--- src/rtl/hazard_ctrl_pkg.sv ---
// Shared definitions for the pipeline sequencing controller: FSM encodings,
// default parameter values and the timeout-counter width helper.
package hazard_ctrl_pkg;

    localparam int ST_W            = 2;
    localparam int MEM_TIMEOUT_DEF = 16;
    localparam int CNT_W_DEF       = 32;

    typedef enum logic [ST_W-1:0] {
        ST_RUN      = 2'd0,
        ST_MEM_WAIT = 2'd1,
        ST_ERR      = 2'd2,
        ST_RSVD     = 2'd3
    } state_e;

    // Bits needed to hold a wait count up to and including the timeout value.
    function automatic int to_width(input int timeout);
        return $clog2(timeout + 1);
    endfunction

endpackage

--- src/rtl/sat_counter.sv ---
// Up-counter that sticks at all-ones. Clear loads zero plus the same-cycle
// increment, so clear together with increment starts a new count at 1.
module sat_counter #(
    parameter int W = 8
) (
    input  logic         clk,
    input  logic         i_clr,
    input  logic         i_inc,
    output logic [W-1:0] o_cnt
);

    logic [W-1:0] r_cnt;

    always_ff @(posedge clk) begin
        if (i_clr) begin
            r_cnt <= W'(i_inc);
        end else if (i_inc && (r_cnt != {W{1'b1}})) begin
            r_cnt <= r_cnt + 1'b1;
        end
    end

    assign o_cnt = r_cnt;

endmodule

--- src/rtl/hazard_ctrl.sv ---
// Pipeline sequencing controller: converts load-use, branch redirect and
// data-memory wait conditions into stage write-enables and flushes.
module hazard_ctrl
    import hazard_ctrl_pkg::*;
#(
    parameter int MEM_TIMEOUT = MEM_TIMEOUT_DEF,
    parameter int CNT_W       = CNT_W_DEF
) (
    input  logic             clk_i,
    input  logic             rst_i,
    input  logic             load_use_i,
    input  logic             branch_taken_i,
    input  logic             mem_req_i,
    input  logic             mem_ack_i,
    output logic             pc_we_o,
    output logic             if_id_we_o,
    output logic             id_exe_we_o,
    output logic             exe_mem_we_o,
    output logic             mem_wb_we_o,
    output logic             if_id_flush_o,
    output logic             id_exe_flush_o,
    output logic             exe_mem_flush_o,
    output logic             mem_wb_flush_o,
    output logic             redirect_o,
    output logic [1:0]       state_o,
    output logic             bus_err_o,
    output logic [CNT_W-1:0] stall_cnt_o
);

    localparam int              TO_W    = to_width(MEM_TIMEOUT);
    localparam logic [TO_W-1:0] TO_LAST = TO_W'(MEM_TIMEOUT - 1);

    state_e          r_state;
    state_e          w_state_next;
    logic            r_bus_err;
    logic [TO_W-1:0] w_to_cnt;
    logic            w_mem_stall;
    logic            w_to_clr;
    logic            w_to_inc;
    logic            w_stall_inc;

    // In MEM_WAIT the freeze holds until ack, whether or not the request is still raised.
    assign w_mem_stall = ((r_state == ST_RUN) && mem_req_i && !mem_ack_i) ||
                         ((r_state == ST_MEM_WAIT) && !mem_ack_i);

    // State register
    always_ff @(posedge clk_i) begin
        if (rst_i) begin
            r_state   <= ST_RUN;
            r_bus_err <= 1'b0;
        end else begin
            r_state   <= w_state_next;
            r_bus_err <= r_bus_err || (w_state_next == ST_ERR);
        end
    end

    // Next-state logic
    always_comb begin
        w_state_next = ST_RUN;
        case (r_state)
            ST_RUN: begin
                if (w_mem_stall) w_state_next = ST_MEM_WAIT;
            end
            ST_MEM_WAIT: begin
                if (mem_ack_i)                 w_state_next = ST_RUN;
                else if (w_to_cnt == TO_LAST)  w_state_next = ST_ERR;
                else                           w_state_next = ST_MEM_WAIT;
            end
            ST_ERR:  w_state_next = ST_ERR;
            default: w_state_next = ST_RUN;
        endcase
    end

    // Output logic; an acked MEM_WAIT cycle behaves exactly like RUN.
    always_comb begin
        pc_we_o         = 1'b1;
        if_id_we_o      = 1'b1;
        id_exe_we_o     = 1'b1;
        exe_mem_we_o    = 1'b1;
        mem_wb_we_o     = 1'b1;
        if_id_flush_o   = 1'b0;
        id_exe_flush_o  = 1'b0;
        exe_mem_flush_o = 1'b0;
        mem_wb_flush_o  = 1'b0;
        redirect_o      = 1'b0;
        if (rst_i) begin
            pc_we_o         = 1'b0;
            if_id_we_o      = 1'b0;
            id_exe_we_o     = 1'b0;
            exe_mem_we_o    = 1'b0;
            mem_wb_we_o     = 1'b0;
            if_id_flush_o   = 1'b1;
            id_exe_flush_o  = 1'b1;
            exe_mem_flush_o = 1'b1;
            mem_wb_flush_o  = 1'b1;
        end else if ((r_state == ST_RUN) || (r_state == ST_MEM_WAIT)) begin
            if (w_mem_stall) begin
                pc_we_o        = 1'b0;
                if_id_we_o     = 1'b0;
                id_exe_we_o    = 1'b0;
                exe_mem_we_o   = 1'b0;
                mem_wb_flush_o = 1'b1;
            end else if (load_use_i) begin
                // Branch is ignored here: its operands may be the stale load target.
                pc_we_o         = 1'b0;
                if_id_we_o      = 1'b0;
                id_exe_we_o     = 1'b0;
                exe_mem_flush_o = 1'b1;
            end else if (branch_taken_i) begin
                redirect_o     = 1'b1;
                if_id_flush_o  = 1'b1;
                id_exe_flush_o = 1'b1;
            end
        end else begin
            pc_we_o      = 1'b0;
            if_id_we_o   = 1'b0;
            id_exe_we_o  = 1'b0;
            exe_mem_we_o = 1'b0;
            mem_wb_we_o  = 1'b0;
        end
    end

    assign w_to_clr    = rst_i || !((r_state == ST_MEM_WAIT) && w_mem_stall);
    assign w_to_inc    = !rst_i && w_mem_stall;
    assign w_stall_inc = !rst_i && !pc_we_o;

    sat_counter #(.W(TO_W)) u_timeout_cnt (
        .clk   (clk_i),
        .i_clr (w_to_clr),
        .i_inc (w_to_inc),
        .o_cnt (w_to_cnt)
    );

    sat_counter #(.W(CNT_W)) u_stall_cnt (
        .clk   (clk_i),
        .i_clr (rst_i),
        .i_inc (w_stall_inc),
        .o_cnt (stall_cnt_o)
    );

    assign state_o   = r_state;
    assign bus_err_o = r_bus_err;

endmodule

--- config.mk ---
export PLATFORM = sky130hd
export DESIGN_NAME = hazard_ctrl
export DESIGN_NICKNAME = d
export VERILOG_FILES = /design/src/rtl/hazard_ctrl_pkg.sv /design/src/rtl/sat_counter.sv /design/src/rtl/hazard_ctrl.sv
export SDC_FILE = /design/constraint.sdc
export NUM_CORES = 1
export LEC_CHECK = 0
export BUFFER_PORTS_ARGS = -buffer_cell sky130_fd_sc_hd__buf_4
export CORE_ASPECT_RATIO = 1.2
export CORE_MARGIN = 2
export CORE_UTILIZATION = 36
export DETAILED_ROUTE_END_ITERATION = 8
export HOLD_SLACK_MARGIN = 0.1
export PLACE_DENSITY = 0.66
export SKIP_CTS_REPAIR_TIMING = 1
export SLEW_MARGIN = 20
export SYNTH_ARGS = -nofsm -noshare
export SYNTH_HDL_FRONTEND = slang
export SYNTH_SLANG_ARGS = --single-unit
--- constraint.sdc ---
create_clock -name clk_i -period 5.6 [get_ports clk_i]
set_input_delay 0.28 -clock clk_i [delete_from_list [all_inputs] [get_ports clk_i]]
set_output_delay 0.28 -clock clk_i [all_outputs]
set_load 0.03 [all_outputs]
; Word-level counts from Yosys, hierarchy flattened
; Cells that the tools add are included.
; Widths: inputs -> output; s select.
[totals]
ff_bits = 40
romBits = 0
mem_bits_rw = 0
latchBits = 0
memories = 0
[classes]
shifts = 0
muxes = 30
mul = 0
eq_ne = 6
n_lt_le_gt_ge = 0
addsub = 2
reduce_logical = 19
bitwise_logic = 0
div_mod_pow = 0
[ops]
columns = operator, count
row1 = $add 32x1->32 const B, 1
row2 = $ne 32x32->1 const B, 1
row3 = $mux 1, 27
row4 = $logic_and 1x1->1, 8
row5 = $pmux 2 s3, 1
row6 = $add 5x1->5 const B, 1
row7 = $eq 5x4->1 const B, 1
row8 = $ne 5x5->1 const B, 1
row9 = $eq 2x2->1 const B, 2
row10 = $logic_not 1->1, 4
row11 = $logic_or 1x1->1, 4
row12 = $mux 2, 2
row13 = $reduce_bool 2->1, 2
row14 = $eq 2x1->1 const B, 1
row15 = $logic_not 2->1, 1

; Longest topological paths before layout
[depth]
word_depth = 12
mapped_depth = 8

; Hierarchy
; Synthesis repeated with hierarchy kept, for this count alone.
[hier_totals]
hier_cells = 258
hier_area_um2 = 2213.4
[by_module_without_submodules]
columns = module, area_per_inst_um2, n_inst, cells_per_inst
row1 = sat_counter (u_stall_cnt), 1710.4, 1, 201
row2 = hazard_ctrl, 259.0, 1, 31
row3 = sat_counter (u_timeout_cnt), 244.0, 1, 26

; Worst setup path before layout
; OpenSTA, ideal clock, no wires.
[synth_timing]
path_type = register -> output
from = register r_state[1] (netlist: state_o[1])
to = output port redirect_o
path_stages_with_launch = 4
path_slack_ns = 3.087
required_time_ns = 5.320
arrival_ns = 2.233
cell_sequence = dfxtp_1 clkbuf_1 nor4_1 and2_1
[synth_between]
elab_chain_len = 7
word_cells_on_any_way = 10
cone_classes = eq/ne (1) / mux (3) / reduce/logical (6)
[synth_rtl]
columns = item, line_no
row1 = "start, declared", hazard_ctrl.sv:33  ; state_e r_state;
row2 = "start signal, assigned", hazard_ctrl.sv:52  ; r_state <= w_state_next;
row3 = $logic_not 2->1, "hazard_ctrl.sv:43, hazard_ctrl.sv:96"
row4 = $logic_and 1x1->1 (2 in a row), hazard_ctrl.sv:43  ; assign w_mem_stall = ((r_state == ST_RUN) && mem_req_i && !mem_ack_i) ||
row5 = $logic_or 1x1->1, hazard_ctrl.sv:43
row6 = $mux 1, hazard_ctrl.sv:97  ; if (w_mem_stall) begin
row7 = $mux 1 (*), hazard_ctrl.sv:96  ; end else if ((r_state == ST_RUN) || (r_state == ST_MEM_WAIT)) begin
row8 = $mux 1 (*), hazard_ctrl.sv:86  ; if (rst_i) begin
row9 = "end, declared", hazard_ctrl.sv:24  ; output logic redirect_o,
; Mark *: on every way between the ends. The rest lies on a longest branch, timed or not.

; Worst setup path after layout
[layout_timing]
from = register u_stall_cnt.r_cnt[0] (netlist: u_stall_cnt.o_cnt[0])
to = register u_stall_cnt.r_cnt[28] (netlist: u_stall_cnt.o_cnt[28])
[layout_between]
elab_chain_len = 2
word_cells_on_any_way = 3
cone_classes = add/sub (1) / eq/ne (1) / reduce/logical (1)
[layout_rtl]
columns = item, line_no
row1 = "start, declared", sat_counter.sv:12  ; logic [W-1:0] r_cnt;
row2 = "start signal, assigned", sat_counter.sv:16  ; r_cnt <= W'(i_inc);
row3 = "start signal, assigned", sat_counter.sv:18  ; r_cnt <= r_cnt + 1'b1;
row4 = "parallel branches: the longest is 2 deep, another holds $add 32x1->32", --
; Parallel ways; which one is timed is not known.
; A chain may end at the register's enable or synchronous reset.

==> results.cfg <==
[placed_design]
hpwl_mm = 3.69
place_congestion = 0.840
place_ws_ns = 3.19
numPortBuffers = 50
placed_area_um2 = 2490

[grt]
grt_usage_pct = 15.9
antenna_found_initial = 0
overflow = 0
grt_max_degree = 38
grt_pass1_vias = 1785
grt_pass1_wl_mm = 8.21

[job]
cap_violations = 0

[yosys]
synthesis.nets = 261
ys_seq_area_share_pct = 39.3
yosysTopAreaCell = dfxtp_1
syn_area_per_cell_um2 = 8.32
synthCells = 251
synth_warnings = 0
synth_flop_cell = dfxtp_1
yosysTopAreaCellShare_pct = 36.4
yosysMostFrequentCell = dfxtp_1
ys_seq_elements = 40
ys_top_cells_by_area = dfxtp_1 36%, a21oi_1 5.3%, nor2_1 4.0%
synth_edf_count = 2
yosys-top-cells-count = 38 x dfxtp_1, 22 x a21oi_1, 22 x nor2_1
mappedNetlistArea_um2 = 2090
ys_types = 48
async_flop_share_pct = 0

[timing]
layout_worst_path_cycle_share_pct = 43.7
finalHoldViolCount = 0
fin_skew_ns = 0.00700
min_period_ns = 2.45
rsz0062_at_grt = false
maxSlewViolCount = 0
worstMarginPinSlew_ns = 0.609
fmax_mhz = 408
finalWorstSetupSlack_ns = 3.15
setup_violations = 0
maxSlewHeadroom_pct = 58.4
tns_ns = 0

[critical_path]
critPathMaxFanout = 8
crit_slowest_cell = or4_4
rrSetupSlack_ns = 3.15
r2r-start = u_stall_cnt.o_cnt[0]
r2r_end = u_stall_cnt.o_cnt[28]
cp_cell_sequence = ha_1, nand3_1, or3_1, or4_4, or3_1, a21oi_1
critPathMaxStageDelay_ns = 0.59
critPathKind = register to register
end_kind = register
crit_path_frequent_cell = or3_1
r2r_cells = 6
startpoint_type = register
crit_required_ns = 5.82
worstPathArrival_ns = 2.67

[clock_tree]
clkSinkCount = 40
cts_tree = built
root_buffer = clkbuf_8
clockBufferDepth = 2
clk_latency_ns = 0.29
clk_pin_slew_worst_paths_ns = 0.08
cts_inserted_buffers = 5
h-tree-depth = 2

[routing]
drtIter0Drc = 137
via_count = 2025
ant_nets = 0
wl_per_cell_um = 13.8
viasPerCell = 5.59
drt_wl_total_mm = 4.99
drc_errors = 0
first_pass_iters = 4

[floorplan]
die_y_um = 87.5
io_pins = 51
coreArea_um2 = 5630
initial_utilization_pct = 37.1
rows = 30
fp.dieArea_um2 = 6430
die_w_um = 73.5

[min_path]
hold_depth = 3
min_from = mem_req_i
hold_class = input pin to register
hold_end = state_o[0]

[status]
status = complete, no violations

[pwr]
ir_worst_vdd_mv = 0.114
p_leak_uw = 0.000964
power.density_nw_per_um2 = 224
power_uw = 584

[cells_and_area]
fin_area_um2 = 2610
nNetsFinal = 307
area_growth_pct = 25.0
drive_above_1_share_pct = 22.1
antenna_cells = 0
## per-stage QoR
stage	hold slack [ns]	util (%)	instances
3_3_place_gp	0.443	44.3	354
6_report	0.294	46.4	362
4_1_cts	0.282	46.4	362
2_1_floorplan	0.450	-	251
3_5_place_dp	0.453	44.3	354
5_1_grt	0.294	46.4	362
## state kept, by name (all words and copies together), names as in the netlist
register / count
u_stall_cnt.o_cnt: 32
u_timeout_cnt.o_cnt: 5
state_o: 2
bus_err_o: 1
## power by group
part           total (µW)  switching [µW]  internal, µW
clock network         240             106           134
registers             293            3.92           289
logic                50.7            33.6          17.0
total                 584             144           441
## routing by layer
layer  share of wire (%)  vias up  track usage (%)
met4                 1.1        0             4.63
met1                  46      954             19.7
met5                   0        -                0
li1                    -     1037                -
met3                 2.8        5             3.01
met2                  51       29             27.4
## layout make-up
class	count	area, µm²
Timing Repair Buffer	51	383
Tap cell	64	80.1
Fill cell	581	3020
Clock buffer	5	68.8
Clock inverter	3	47.5
Inverter	14	52.6
Sequential cell	40	821
Multi-Input combinational cell	185	1160
## kinds of logic after synthesis
group	share of synthesized area, %
xor+xnor	3.77
simple gates	28.4
fa+ha+maj	2.40
flops	39.3
compound gates	19.9
buf+inv	5.27
mux	0.958
## critical path, delay by kind of cell, from the launching register on
kind                     cells  cell delay (ns)
AND/OR/NAND/NOR              4             1.57
flip-flops                   1             0.43
adder cells (fa/ha/maj)      1             0.25
AO/OA/AOI/OAI                1             0.12
## how the worst max path moves through the flow
stage / from / to / slack [ns] / cells past startpoint
finish: u_stall_cnt.o_cnt[0] / u_stall_cnt.o_cnt[28] / 3.15 / 6
global route: u_stall_cnt.o_cnt[0] / u_stall_cnt.o_cnt[26] / 2.99 / 6
CTS: u_stall_cnt.o_cnt[0] / u_stall_cnt.o_cnt[28] / 3.16 / 6
detailed placement: u_stall_cnt.o_cnt[0] / u_stall_cnt.o_cnt[26] / 3.19 / 6
global placement: u_stall_cnt.o_cnt[0] / u_stall_cnt.o_cnt[28] / 3.26 / 6
floorplan: state_o[1] / redirect_o / 3.09 / 3
## layout by cell type, fill, tap and decap left out, types with 11 or more instances in the layout
master    n
buf_4    51
or3_1    12
dfxtp_1  38
a21oi_1  22
inv_1    13
nor2_1   22
nand4_1  11
nand3_1  12
o21ai_0  12
nand2_1  11
No activity file was read; power rests on OpenSTA's default activity.
